## src/rtl/noc_pkg.sv

```systemverilog
// Shared mesh definitions: coordinate and payload widths plus the packet
// format carried on every mesh link.
package noc_pkg;

  localparam int COORD_W   = 4;
  localparam int PAYLOAD_W = 32;

  typedef struct packed {
    logic [COORD_W-1:0]   dst_x;
    logic [COORD_W-1:0]   dst_y;
    logic [COORD_W-1:0]   src_x;
    logic [COORD_W-1:0]   src_y;
    logic [PAYLOAD_W-1:0] payload;
  } packet_t;

endpackage

```

## src/rtl/node_port.sv

```systemverilog
// One directional mesh link: packet data with valid/ready handshake.
//   up   : the sender side (drives data/valid, samples ready)
//   down : the receiver side (samples data/valid, drives ready)
interface node_port;
  import noc_pkg::*;

  packet_t data;
  logic    valid;
  logic    ready;

  modport up   (output data, output valid, input  ready);
  modport down (input  data, input  valid, output ready);
endinterface

```

## src/rtl/noc_fifo.sv

```systemverilog
// Generic packet FIFO with registered occupancy.
//   push/push_data : write request, ignored while full
//   pop/pop_data   : read request, ignored while empty; pop_data is the head
//   full/empty     : derived only from the registered pointers
// Pointers carry one extra wrap bit so full and empty are distinguishable
// without a separate counter.
module noc_fifo
  import noc_pkg::*;
#(
  parameter int DEPTH = 4
) (
  input  logic    clk,
  input  logic    rst,
  input  logic    push,
  input  packet_t push_data,
  input  logic    pop,
  output packet_t pop_data,
  output logic    full,
  output logic    empty
);

  localparam int AW = $clog2(DEPTH);

  logic [AW:0] wptr_q, wptr_d;
  logic [AW:0] rptr_q, rptr_d;
  packet_t     mem_q [DEPTH];
  logic        do_push, do_pop;

  always_comb begin
    full    = (wptr_q[AW] != rptr_q[AW]) && (wptr_q[AW-1:0] == rptr_q[AW-1:0]);
    empty   = (wptr_q == rptr_q);
    // A full FIFO refuses the push even if the head leaves this cycle.
    do_push = push && !full;
    do_pop  = pop && !empty;
    wptr_d  = wptr_q + (AW+1)'(do_push);
    rptr_d  = rptr_q + (AW+1)'(do_pop);
  end

  always_ff @(posedge clk or posedge rst) begin
    if (rst) begin
      wptr_q <= '0;
      rptr_q <= '0;
    end else begin
      wptr_q <= wptr_d;
      rptr_q <= rptr_d;
    end
  end

  // Storage needs no reset: contents are only observed when non-empty.
  always_ff @(posedge clk) begin
    if (do_push) mem_q[wptr_q[AW-1:0]] <= push_data;
  end

  assign pop_data = mem_q[rptr_q[AW-1:0]];

endmodule

```

## src/rtl/mesh_endpoint.sv

```systemverilog
// Edge network interface between a local client and one mesh boundary port.
//   to_mesh    : packets injected into the mesh (head of the TX FIFO)
//   from_mesh  : packets arriving from the mesh
//   tx_*       : client request channel (destination + payload)
//   rx_*       : client delivery channel (source + payload)
//   drop_count : saturating count of arrivals not addressed to (X,Y)
module mesh_endpoint
  import noc_pkg::*;
#(
  parameter int X        = 0,
  parameter int Y        = 0,
  parameter int TX_DEPTH = 4,
  parameter int RX_DEPTH = 4
) (
  input  logic                 clk,
  input  logic                 rst,
  node_port.up                 to_mesh,
  node_port.down               from_mesh,
  input  logic                 tx_valid,
  output logic                 tx_ready,
  input  logic [COORD_W-1:0]   tx_dst_x,
  input  logic [COORD_W-1:0]   tx_dst_y,
  input  logic [PAYLOAD_W-1:0] tx_payload,
  output logic                 rx_valid,
  input  logic                 rx_ready,
  output logic [COORD_W-1:0]   rx_src_x,
  output logic [COORD_W-1:0]   rx_src_y,
  output logic [PAYLOAD_W-1:0] rx_payload,
  output logic [15:0]          drop_count
);

  localparam logic [COORD_W-1:0] OWN_X = COORD_W'(X);
  localparam logic [COORD_W-1:0] OWN_Y = COORD_W'(Y);

  // ---------------- transmit ----------------
  packet_t tx_pkt, tx_head;
  logic    tx_full, tx_empty, tx_push, tx_pop;

  always_comb begin
    tx_pkt = '{dst_x: tx_dst_x, dst_y: tx_dst_y,
               src_x: OWN_X,    src_y: OWN_Y,
               payload: tx_payload};
    tx_push = tx_valid && !tx_full;
    tx_pop  = !tx_empty && to_mesh.ready;
  end

  assign tx_ready      = !tx_full;
  assign to_mesh.valid = !tx_empty;
  assign to_mesh.data  = tx_head;

  noc_fifo #(.DEPTH(TX_DEPTH)) u_tx_fifo (
    .clk       (clk),
    .rst       (rst),
    .push      (tx_push),
    .push_data (tx_pkt),
    .pop       (tx_pop),
    .pop_data  (tx_head),
    .full      (tx_full),
    .empty     (tx_empty)
  );

  // ---------------- receive ----------------
  packet_t     rx_head;
  logic        rx_full, rx_empty, rx_acc, rx_hit, rx_push, rx_pop;
  logic [15:0] drop_count_q, drop_count_d;
  logic        unused_rx_dst;

  always_comb begin
    rx_acc  = from_mesh.valid && !rx_full;
    rx_hit  = (from_mesh.data.dst_x == OWN_X) && (from_mesh.data.dst_y == OWN_Y);
    // Misrouted packets are still acknowledged so they leave the mesh.
    rx_push = rx_acc && rx_hit;
    rx_pop  = !rx_empty && rx_ready;
    drop_count_d = drop_count_q;
    if (rx_acc && !rx_hit && drop_count_q != 16'hFFFF)
      drop_count_d = drop_count_q + 16'd1;
  end

  always_ff @(posedge clk or posedge rst) begin
    if (rst) drop_count_q <= '0;
    else     drop_count_q <= drop_count_d;
  end

  assign from_mesh.ready = !rx_full;
  assign rx_valid        = !rx_empty;
  assign rx_src_x        = rx_head.src_x;
  assign rx_src_y        = rx_head.src_y;
  assign rx_payload      = rx_head.payload;
  assign drop_count      = drop_count_q;
  // Destination of a delivered packet is always our own; not forwarded.
  assign unused_rx_dst   = ^{rx_head.dst_x, rx_head.dst_y};

  noc_fifo #(.DEPTH(RX_DEPTH)) u_rx_fifo (
    .clk       (clk),
    .rst       (rst),
    .push      (rx_push),
    .push_data (from_mesh.data),
    .pop       (rx_pop),
    .pop_data  (rx_head),
    .full      (rx_full),
    .empty     (rx_empty)
  );

endmodule
```

## src/flat_wrapper.sv

```systemverilog
// flat-port wrapper written by rule: the top's interface ports become plain ports
module mesh_endpoint_flat import noc_pkg::*;
#(
  parameter int X        = 0,
  parameter int Y        = 0,
  parameter int TX_DEPTH = 4,
  parameter int RX_DEPTH = 4
)
  (clk, rst, tx_valid, tx_ready, tx_dst_x, tx_dst_y, tx_payload, rx_valid, rx_ready, rx_src_x, rx_src_y, rx_payload, drop_count, to_mesh_data, to_mesh_valid, to_mesh_ready, from_mesh_data, from_mesh_valid, from_mesh_ready);
  node_port to_mesh_i ();
  node_port from_mesh_i ();
  input  logic clk;
  input  logic rst;
  input  logic tx_valid;
  output logic tx_ready;
  input  logic [COORD_W-1:0] tx_dst_x;
  input  logic [COORD_W-1:0] tx_dst_y;
  input  logic [PAYLOAD_W-1:0] tx_payload;
  output logic rx_valid;
  input  logic rx_ready;
  output logic [COORD_W-1:0] rx_src_x;
  output logic [COORD_W-1:0] rx_src_y;
  output logic [PAYLOAD_W-1:0] rx_payload;
  output logic [15:0] drop_count;
  output wire logic [$bits(to_mesh_i.data)-1:0] to_mesh_data;
  output wire logic [$bits(to_mesh_i.valid)-1:0] to_mesh_valid;
  input wire logic [$bits(to_mesh_i.ready)-1:0] to_mesh_ready;
  input wire logic [$bits(from_mesh_i.data)-1:0] from_mesh_data;
  input wire logic [$bits(from_mesh_i.valid)-1:0] from_mesh_valid;
  output wire logic [$bits(from_mesh_i.ready)-1:0] from_mesh_ready;
  assign to_mesh_data = to_mesh_i.data;
  assign to_mesh_valid = to_mesh_i.valid;
  assign to_mesh_i.ready = to_mesh_ready;
  assign from_mesh_i.data = from_mesh_data;
  assign from_mesh_i.valid = from_mesh_valid;
  assign from_mesh_ready = from_mesh_i.ready;
  mesh_endpoint #(.X(X), .Y(Y), .TX_DEPTH(TX_DEPTH), .RX_DEPTH(RX_DEPTH)) u_core (.clk(clk), .rst(rst), .to_mesh(to_mesh_i), .from_mesh(from_mesh_i), .tx_valid(tx_valid), .tx_ready(tx_ready), .tx_dst_x(tx_dst_x), .tx_dst_y(tx_dst_y), .tx_payload(tx_payload), .rx_valid(rx_valid), .rx_ready(rx_ready), .rx_src_x(rx_src_x), .rx_src_y(rx_src_y), .rx_payload(rx_payload), .drop_count(drop_count));
endmodule
```

## config.mk

```make
export PLATFORM = sky130hd
export DESIGN_NAME = mesh_endpoint_flat
export DESIGN_NICKNAME = d
export VERILOG_FILES = /design/src/rtl/noc_pkg.sv /design/src/rtl/node_port.sv /design/src/rtl/noc_fifo.sv /design/src/rtl/mesh_endpoint.sv /design/src/flat_wrapper.sv
export SDC_FILE = /design/constraint.sdc
export NUM_CORES = 1
export LEC_CHECK = 0
export BUFFER_PORTS_ARGS = -buffer_cell sky130_fd_sc_hd__buf_2
export CORE_MARGIN = 2
export CORE_UTILIZATION = 35
export CTS_CLUSTER_DIAMETER = 60
export DETAILED_ROUTE_END_ITERATION = 8
export PLACE_DENSITY = 0.6
export SYNTH_ARGS = -nofsm -noshare
export SYNTH_HDL_FRONTEND = slang
export SYNTH_SLANG_ARGS = --single-unit
```

## constraint.sdc

```tcl
create_clock -name clk -period 4.6 [get_ports clk]
set_input_delay 0.46 -clock clk [delete_from_list [all_inputs] [get_ports clk]]
set_output_delay 0.46 -clock clk [all_outputs]
set_load 0.02 [all_outputs]
```

Word-level counts from Yosys, hierarchy flattened
Memory sizes are Yosys's and may differ from the RTL's.
Cells that the tools add are included.
{"block": "classes", "addsub": 5, "multipliers": 0, "div_mod_pow": 0, "magnitude_cmp": 0, "eq_ne": 7, "shift": 0, "muxes": 4, "bitwise_logic": 0, "reduce_logical": 21}
{"op": "16-bit by 1-bit adder with 16-bit output (second input constant)", "n": 1}
{"op": "16-bit != test (second input constant)", "n": 1}
{"op": "1-bit logical AND", "n": 14}
{"op": "3-bit by 1-bit adder with 3-bit output", "n": 4}
{"op": "4-bit logical NOT", "n": 2}
{"op": "3-bit == test", "n": 2}
{"op": "1-bit logical NOT", "n": 5}
{"op": "2-bit == test", "n": 2}
{"op": "1-bit 2-to-1 mux", "n": 4}
{"op": "1-bit != test", "n": 2}
{"block": "totals", "ff_bits": 28, "latchBits": 0, "ramBits": 352, "mem_bits_ro": 0, "in_bits": 94, "output_inout_bits": 108, "wordCells": 44, "memories": 2}
{"name": "u_core.u_rx_fifo.mem_q", "depth": 4, "width": 48, "read_ports": 1, "rd_clocked_by_memory_dff": 0, "write_ports": 1, "line_no": "noc_fifo.sv:26", "text": "packet_t mem_q [DEPTH];"}
{"name": "u_core.u_tx_fifo.mem_q", "depth": 4, "width": 40, "read_ports": 1, "rd_clocked_by_memory_dff": 0, "write_ports": 1, "line_no": "noc_fifo.sv:26"}

Depth between registers and ports, before layout
Gate-level depths: netlist of the first run.
{"block": "logic_depth", "word_depth": 8, "depth_mapped": 9, "ltp_nobuf": 8}

By module
A second synthesis of the first run with hierarchy kept.
{"block": "unflattened", "cells_unflattened": 653, "hier_area_um2": 15537.4}
{"module": "noc_fifo at u_core.u_rx_fifo", "n_inst": 1, "cells_per_inst": 284, "area_per_inst_um2": 7325.8, "seq_area_each_um2": 5915.7}
{"module": "noc_fifo at u_core.u_tx_fifo", "n_inst": 1, "cells_per_inst": 283, "area_per_inst_um2": 7322.0, "seq_area_each_um2": 5915.7}
{"module": "mesh_endpoint", "n_inst": 1, "cells_per_inst": 86, "area_per_inst_um2": 889.6, "seq_area_each_um2": 400.4}

Least setup slack after synthesis of the first run
Ideal clock, no wire load.
{"block": "synth_path", "path_kind": "flip-flop to flip-flop", "from": "register u_core.u_rx_fifo.rptr_q[0]", "to": "memory u_core.u_rx_fifo.mem_q[2][0] in the netlist's numbering (enable)", "setup_time_ps": 495, "t_arrival_ps": 4179, "t_required_ps": 4105, "setup_slack_ps": -74, "path_stages_with_launch": 6, "path_buffers": 1, "synth_period_minus_slack_ps": 4674, "cell_sequence": "dfrtp_1 buf_2 xnor2_1 a31o_2 or2_1 nor3b_1"}
{"block": "synth_between", "elab_chain_len": 8}
{"item": "start, declared", "line_no": "noc_fifo.sv:25", "text": "logic [AW:0] rptr_q, rptr_d;"}
{"item": "start signal, assigned", "line_no": "noc_fifo.sv:45", "text": "rptr_q <= rptr_d;"}
{"item": "2-bit == test *", "line_no": "noc_fifo.sv:30", "text": "full = (wptr_q[AW] != rptr_q[AW]) && (wptr_q[AW-1:0] == rptr_q[AW-1:0]);"}
{"item": "1-bit logical AND *", "line_no": "noc_fifo.sv:30"}
{"item": "1-bit logical NOT *", "line_no": "noc_fifo.sv:33, mesh_endpoint.sv:69"}
{"item": "1-bit logical AND", "line_no": "mesh_endpoint.sv:69", "text": "rx_acc = from_mesh.valid && !rx_full;"}
{"item": "1-bit logical AND", "line_no": "mesh_endpoint.sv:72", "text": "rx_push = rx_acc && rx_hit;"}
{"item": "1-bit logical AND *", "line_no": "noc_fifo.sv:33", "text": "do_push = push && !full;"}
{"item": "1-bit 2-to-1 mux *", "line_no": "noc_fifo.sv:51", "text": "if (do_push) mem_q[wptr_q[AW-1:0]] <= push_data;"}
{"item": "1-bit 2-to-1 mux (not written as such) *", "line_no": "noc_fifo.sv:51"}
{"item": "end, declared", "line_no": "noc_fifo.sv:26"}
Mark *: on every way between the ends. The rest lies on a longest branch, timed or not.

Final worst setup path of the first run
{"block": "layout_path", "from": "register u_core.u_rx_fifo.rptr_q[0]", "to": "output port rx_payload[9]"}
{"block": "layout_between", "elab_chain_len": 1}
{"item": "memory read 4 x 48 bit"}
{"item": "end, declared", "line_no": "flat_wrapper.sv:23", "text": "output logic [PAYLOAD_W-1:0] rx_payload;"}
No other way between the ends.

==> results of run 1 <==
==> synth_stat cells, drive strengths merged <==
| cell | n | area [um^2] |
|---|---|---|
| dfrtp | 28 | 701 |
| xnor2 | 15 | 131 |
| nor2 | 2 | 7.51 |
| nor3b | 5 | 48.8 |
| or3 | 1 | 6.26 |
| nor2b | 1 | 6.26 |
| edfxtp | 320 | 9610 |
| xor2 | 10 | 87.6 |
| buf | 18 | 116 |
| ha | 9 | 113 |
| clkbuf | 11 | 42.5 |
| nand3 | 7 | 35.0 |
| nand2 | 8 | 30.0 |
| a31o | 1 | 8.76 |
| or3b | 1 | 8.76 |
| clkinv | 1 | 3.75 |
| nand4 | 10 | 62.6 |
| and2 | 2 | 12.5 |
| or2 | 1 | 6.26 |
| and4 | 1 | 8.76 |
| conb | 1 | 3.75 |
| mux2 | 1 | 11.3 |
| nor4b | 1 | 8.76 |
| mux4 | 80 | 1800 |
| nand3b | 1 | 7.51 |
| and3 | 4 | 25.0 |
| nor4 | 3 | 18.8 |
| nor3 | 3 | 15.0 |
| inv | 4 | 15.0 |
==> area by class of cell <==
cell class | count | area, um^2
Antenna cell | 1 | 2.50
Clock buffer | 48 | 998
Clock inverter | 14 | 149
Fill cell | 3166 | 20800
Inverter | 5 | 18.8
Multi-Input combinational cell | 175 | 2540
Sequential cell | 348 | 10300
Tap cell | 468 | 586
Timing Repair Buffer | 207 | 1100
==> power by group through the flow <==
stage / combinational [mW] / sequential [mW] / clock (mW)
6_report: 2.89 / 4.03 / 2.83
2_1_floorplan: 2.00 / 4.11 / 0
5_1_grt: 3.13 / 4.07 / 3.04
3_3_place_gp: 2.98 / 4.09 / 0
4_1_cts: 2.99 / 4.04 / 2.92
3_5_place_dp: 2.98 / 4.10 / 0
==> layer usage <==
metal,up-vias,share of wire
met5,-,0.00091
met4,4,0.020
met3,41,0.054
met2,153,0.50
met1,3110,0.43
li1,2728,-
==> state kept, by name, summed over array words and instances, names as in the netlist <==
name	flops
u_core.u_rx_fifo.rptr_q	3
u_core.u_rx_fifo.mem_q	160
u_core.drop_count	16
u_core.u_tx_fifo.wptr_q	3
u_core.u_rx_fifo.wptr_q	3
u_core.u_tx_fifo.rptr_q	3
u_core.u_tx_fifo.mem_q	160
==> cells by family (layout without fill, tap and decap cells) <==
kind of cell | count (synthesis) | count (layout)
adder cells (fa/ha/maj) | 9 | 9
multiplexers | 81 | 81
XOR/XNOR | 25 | 25
other | 1 | 9
buffers and inverters | 34 | 274
AND/OR/NAND/NOR | 51 | 51
flip-flops | 348 | 348
AO/OA/AOI/OAI | 1 | 1
==> critical path, delay by kind of cell, from the launching register on <==
kind,cells,cell delay (ns)
DFF,1,0.36
muxes,1,0.62
buffers and inverters,2,0.82
==> stage by stage <==
| step | util | instances | setup slack [ns] |
|---|---|---|---|
| 4_1_cts | 0.430 | 1265 | 1.64 |
| 3_3_place_gp | 0.398 | 1202 | 1.76 |
| 2_1_floorplan | - | 557 | 0.0625 |
| 3_5_place_dp | 0.398 | 1202 | 1.77 |
| 5_1_grt | 0.430 | 1266 | 1.56 |
| 6_report | 0.430 | 1266 | 1.75 |
==> worst paths after layout <==
| kind | slack [ns] | start | to | cells past startpoint |
|---|---|---|---|---|
| worst min-delay path | 0.13 | from_mesh_data[34] | u_core.u_rx_fifo.mem_q[1][34] | 1 |
| worst max register to register | 1.92 | u_core.u_rx_fifo.wptr_q[1] | u_core.u_rx_fifo.mem_q[3][21] | 5 |
| worst min register to register | 0.49 | u_core.u_rx_fifo.wptr_q[2] | u_core.u_rx_fifo.wptr_q[2] | 1 |
| max in group asynchronous | 3.73 | rst | u_core.u_rx_fifo.rptr_q[1] | 4 |
| worst max-delay path | 1.75 | u_core.u_rx_fifo.rptr_q[0] | rx_payload[9] | 3 |
| min in group asynchronous | 0.55 | rst | u_core.drop_count[6] | 4 |
==> placed cells by master (no fill, tap or decap), types with 6 or more instances in the layout <==
cell,Yosys,final
buf_2,9,193
buf_4,8,11
clkbuf_1,10,9
clkbuf_16,0,38
clkinv_2,0,6
conb_1,1,8
dfrtp_1,28,24
edfxtp_1,320,320
ha_1,9,9
mux4_2,80,80
nand2_1,8,8
nand3_1,7,7
nand4_1,10,10
xnor2_1,15,15
xor2_1,10,10
==> summary.md, run 1 <==
| Metric | Value |
|---|---|
| P_sw | `between 3 and 4 mW` |
| Core Region | `36500 um^2` |
| Pint | `roughly 6.7 mW` |
| Final worst path period need | `roughly 2.9 ns` |
| Max Clock Freq | `about 350 MHz` |
| Clk_skew | `about 0.015 ns` |
| Crit path largest cell delay | `roughly 0.64 ns` |
| Hold-fix buffers, CTS | `1` |
| Synth Area in XOR/XNOR | `0.0169` |
| Status | `finished, final reports clean` |
| Sink Count | `around 350` |
| Mapped Area | `about 13000 um^2` |
| Post-DR wirelength/cell | `between 20 and 25 um` |
| Worst skew pair latency | `approximately 0.54 ns` |
| Ys Warns | `0` |
| Max_cap viols | `0` |
| CP max-delay cell | `buf_4` |
| Largest net degree at the start of global routing | `42` |
| P per Cell Area | `621 nW/um^2` |
| Die ar. | `just under 40000 um^2` |
| Clock Tree Buf Depth | `3` |
| # Post-CTS Setup Buffers | `0` |
| Leakage | `~5.5 nW` |
| Clock power share | `0.290` |
| PostCTS Resize Cnt | `0` |
| Drt via density | `4.77` |
| Worst-path clk slew | `roughly 0.060 ns` |
| CTS tree | `done` |
| Top Usage Layer GRT | `met2` |
| Multiplexer share of the synthesized area | `0.140` |
| Share of cells above drive strength 1 | `0.444` |
| Design area | `~16000 um^2` |
| Switching share of power | `0.312` |
| Initial Util | `0.355` |
| Met3 Use GR | `0.0388` |
| RSZ-0062 raised after global routing | `false` |
| Critical path, cell by cell | `buf_4 -> mux4_2 -> buf_2` |
| Worst-margin pin slew | `about 1.0 ns` |
| H-tree Lvls | `2` |
| Final Max Slew Viols | `0` |
| Layout area overhead | `21.2%` |
| Vias in the first global route | `around 6500` |
| TritonCTS buffer count | `38` |
| Final nets | `about 880` |
| Final Setup Violations | `0` |
| Final Hold Fails | `0` |
| Total grt overflow | `0` |
| Peak VDD IR | `0.333 mV` |
| Final wirelength | `25300 um` |
| Largest family of logic cells by synthesized area | `multiplexers` |
| Cell area after placement | `14500 um^2` |
| # IOs | `202` |
| Routability cong. | `around 0.7` |
| GR Util met2 | `0.219` |
| Buffers on Ports | `between 150 and 200` |
| Compound-gate portion of the synthesized area | `0.000676` |
| Period utilization | `0.620` |
| Post-synth cell types | `34` |
| Total track usage | `0.134` |
| Syn Area/Cell | `23.5 um^2` |
| Iteration count of the initial detailed-routing pass | `4` |
| Crit Path Max Fanout | `between 40 and 50` |
| Dpl hpwl | `15500 um` |
| First-pass GRT wire length | `38800 um` |
| DIE HEIGHT | `slightly below 200 um` |
| TNS Setup | `0 ns` |
| CTS root buffer | `clkbuf_16` |
| Arr. time, crit path | `2.39 ns` |
| Post-Synth Simple-Gate Area | `0.0238` |
| Post-Synthesis Cells | `550` |
| Initial antenna violation count | `3` |
| Worst hold slack | `~0.13 ns` |
| Die W | `slightly below 200 um` |
| Yosys reg bits | `348` |
| CP required | `just over 4 ns` |
| Combinational fraction of design power | `0.297` |
| Rel. slew slack | `0.303` |
| Post-Synth Adder-Cell Area | `0.00869` |
| M1 GR Usage | `0.175` |
| Sequential power share | `0.413` |
| Hold Path Class | `primary input to flip-flop` |
| Pwr Total | `just under 10 mW` |
| Sequential-to-total area share from yosys stat | `0.796` |
| Endpoint class of the critical path | `output port` |
| WS Path Type | `flip-flop to output port` |
| Critical Path Source Type | `flip-flop` |
| Residual DRC count | `0` |
| Initial DRC Count | `around 320` |
| Antenna Violating Nets Remaining | `0` |
| Via count | `between 6000 and 7000` |
| Row count | `70` |
(Power assumes the default switching activity.)
==> run 2, diff against run 1 <==
==> constraint.sdc (replaced) <==
create_clock -name clk -period 2.6 [get_ports clk]
set_input_delay 0.26 -clock clk [delete_from_list [all_inputs] [get_ports clk]]
set_output_delay 0.26 -clock clk [all_outputs]
set_load 0.02 [all_outputs]
==> run 2 against run 1 <==
Compared with the run above:
- final cell count is 6.9% higher
- clock power is 92% higher
- critical path depth stayed put
- sequential share of layout area is 4.2 points lower
- routed wire length is 0.68% higher
- highest routed layer is now met4
- largest cell class unchanged
- register-to-register slack worse by 1.4 ns
- sequential power is 78% higher
- critical endpoint is now rx_payload[0]
==> summary.md, run 2 (synthesis gave the netlist of run 1 again) <==
| Metric | Value |
|---|---|
| Status | `finished, final reports clean` |
| Buffers on Ports | `193 (unchanged)` |
| Routability cong. | `0.759 (+8.0%)` |
| Final Setup Violations | `0 (unchanged)` |
| Design area | `16800 um^2 (+6.9%)` |
| H-tree Lvls | `2 (unchanged)` |
| Iteration count of the initial detailed-routing pass | `4 (unchanged)` |
| Total track usage | `0.134 (-0.000400)` |
| Sink Count | `348 (unchanged)` |
| Final nets | `959 (+9.2%)` |
| Final wirelength | `25500 um (+0.68%)` |
| Arr. time, crit path | `2.08 ns (-0.31 ns)` |
| Pwr Total | `17.9 mW (+84%)` |
| Initial Util | `0.355 (unchanged)` |
| Row count | `70 (unchanged)` |
| Via count | `6434 (+6.6%)` |
| Clock Tree Buf Depth | `3 (unchanged)` |
| TritonCTS buffer count | `38 (unchanged)` |
| Filler cells | `3087 (-2.5%)` |
| DIE HEIGHT | `196 um (unchanged)` |
| First-pass GRT wire length | `39700 um (+2.3%)` |
| Rel. slew slack | `0.581 (+0.277)` |
| CTS tree | `done` |
| Hold Path Class | `primary input to flip-flop` |
| Endpoint class of the critical path | `output port` |
| Layout area overhead | `29.6%` |
| CP required | `2.34 ns (-1.80 ns)` |
| P per Cell Area | `1070 nW/um^2 (+72%)` |
| Die W | `196 um (unchanged)` |
| Final Hold Fails | `0 (unchanged)` |
| Max Clock Freq | `427 MHz` |
| Post-DR wirelength/cell | `18.8 um (-5.8%)` |
| Pre-CTS setup slack | `0.491 ns (-1.28 ns)` |
| RSZ-0062 raised after global routing | `false` |
| Leakage | `5.91 nW (+7.8%)` |
| Largest net degree at the start of global routing | `42 (unchanged)` |
| Period utilization | `0.900` |
| Most frequent cells in the layout | `edfxtp_1, buf_2, dlygate4sd3_1` |
| Vias in the first global route | `6972 (+7.7%)` |
| Worst skew pair latency | `0.52 ns (-0.02 ns)` |
| Commonest non-fill, non-tap cell in the layout | `edfxtp_1` |
| Final Max Slew Viols | `0 (unchanged)` |
| Worst-path clk slew | `0.05 ns (about the same)` |
| Setup WS post-layout | `0.261 ns (-1.49 ns)` |
| Drt via density | `4.76 (-0.26%)` |
| Initial antenna violation count | `1 (-2)` |
| Initial DRC Count | `290 (-10%)` |
| Share of cells above drive strength 1 | `0.410 (-0.0347)` |
| Antenna Violating Nets Remaining | `0 (unchanged)` |
| Residual DRC count | `0 (unchanged)` |
| Critical Path Source Type | `flip-flop` |
| Cell area after placement | `14700 um^2 (+1.1%)` |
| CTS root buffer | `clkbuf_16` |
| Die ar. | `38600 um^2 (unchanged)` |
| TNS Setup | `0 ns (unchanged)` |
| # IOs | `202 (unchanged)` |
| WS Path Type | `flip-flop to output port` |
| Dpl hpwl | `15300 um (-1.4%)` |
| Clk_skew | `0.0107 ns (-0.00446 ns)` |
| Worst-margin pin slew | `0.629 ns (-0.416 ns)` |
| Core Region | `36500 um^2 (unchanged)` |
| Total grt overflow | `0 (unchanged)` |
| Max_cap viols | `0 (unchanged)` |
| Crit Path Max Fanout | `41 (unchanged)` |
| Final worst path period need | `between 2 and 2.5 ns` |
| Peak VDD IR | `0.558 mV (+68%)` |
[run 2: per-stage QoR]
| stage | utilization | hold WS (ns) | std cells |
|---|---|---|---|
| after detailed placement | 0.402 | 0.358 | 1203 |
| final | 0.460 | 0.0881 | 1353 |
| after global routing | 0.460 | 0.0834 | 1353 |
| after CTS | 0.460 | 0.0596 | 1352 |
| after floorplan | - | 0.325 | 557 |
| after global placement | 0.402 | 0.353 | 1203 |
[run 2: critical path, cell delays in order (launching register included)]
cell and delay, ns:
dfrtp_2 0.41, buf_4 0.53, mux4_2 0.42, buf_2 0.18
[run 2: path summary, 6_finish.rpt]
kind | slack, ns | startpoint | cells past startpoint | endpoint
min | 0.09 | rx_ready | 3 | u_core.u_rx_fifo.rptr_q[0]
max reg2reg | 0.52 | u_core.u_tx_fifo.wptr_q[1] | 6 | u_core.u_tx_fifo.mem_q[2][19]
min reg2reg | 0.48 | u_core.u_rx_fifo.rptr_q[2] | 1 | u_core.u_rx_fifo.rptr_q[2]
max in group asynchronous | 1.94 | rst | 4 | u_core.u_tx_fifo.rptr_q[1]
min in group asynchronous | 0.36 | rst | 4 | u_core.drop_count[0]
max | 0.26 | u_core.u_rx_fifo.rptr_q[1] | 3 | rx_payload[0]
[run 2: what timing repair did]
action | CTS | global route
setup buffers | 0 | 0
setup endpoints to repair | 0 | 0
hold buffers | 81 | 0
hold endpoints to repair | 348 | 0
gates resized for setup | 0 | 0
[run 2: power breakdown]
part | total, mW | switching [mW] | internal [mW]
combinational | 5.36 | 3.13 | 2.23
sequential | 7.16 | 0.281 | 6.88
clock | 5.42 | 2.04 | 3.37
[run 2: cell type report]
cell class,instances,area [um^2],share of cell area
flip-flops and latches,348,10300,0.615
multi-input cells,175,2590,0.155
repair buffers,288,1990,0.119
clock buffers,48,1020,0.0607
well taps,468,586,0.0349
clock inverters,20,255,0.0152
inverters,5,18.8,0.00112
diodes,1,2.50,0.000149
[run 2: per-layer routing]
metal,vias to the layer above,wire length (um),track usage
li1,2901,-,-
met1,3289,10600,0.166
met2,200,12200,0.220
met3,44,2180,0.0491
met4,0,498,0.0410
met5,-,0,0
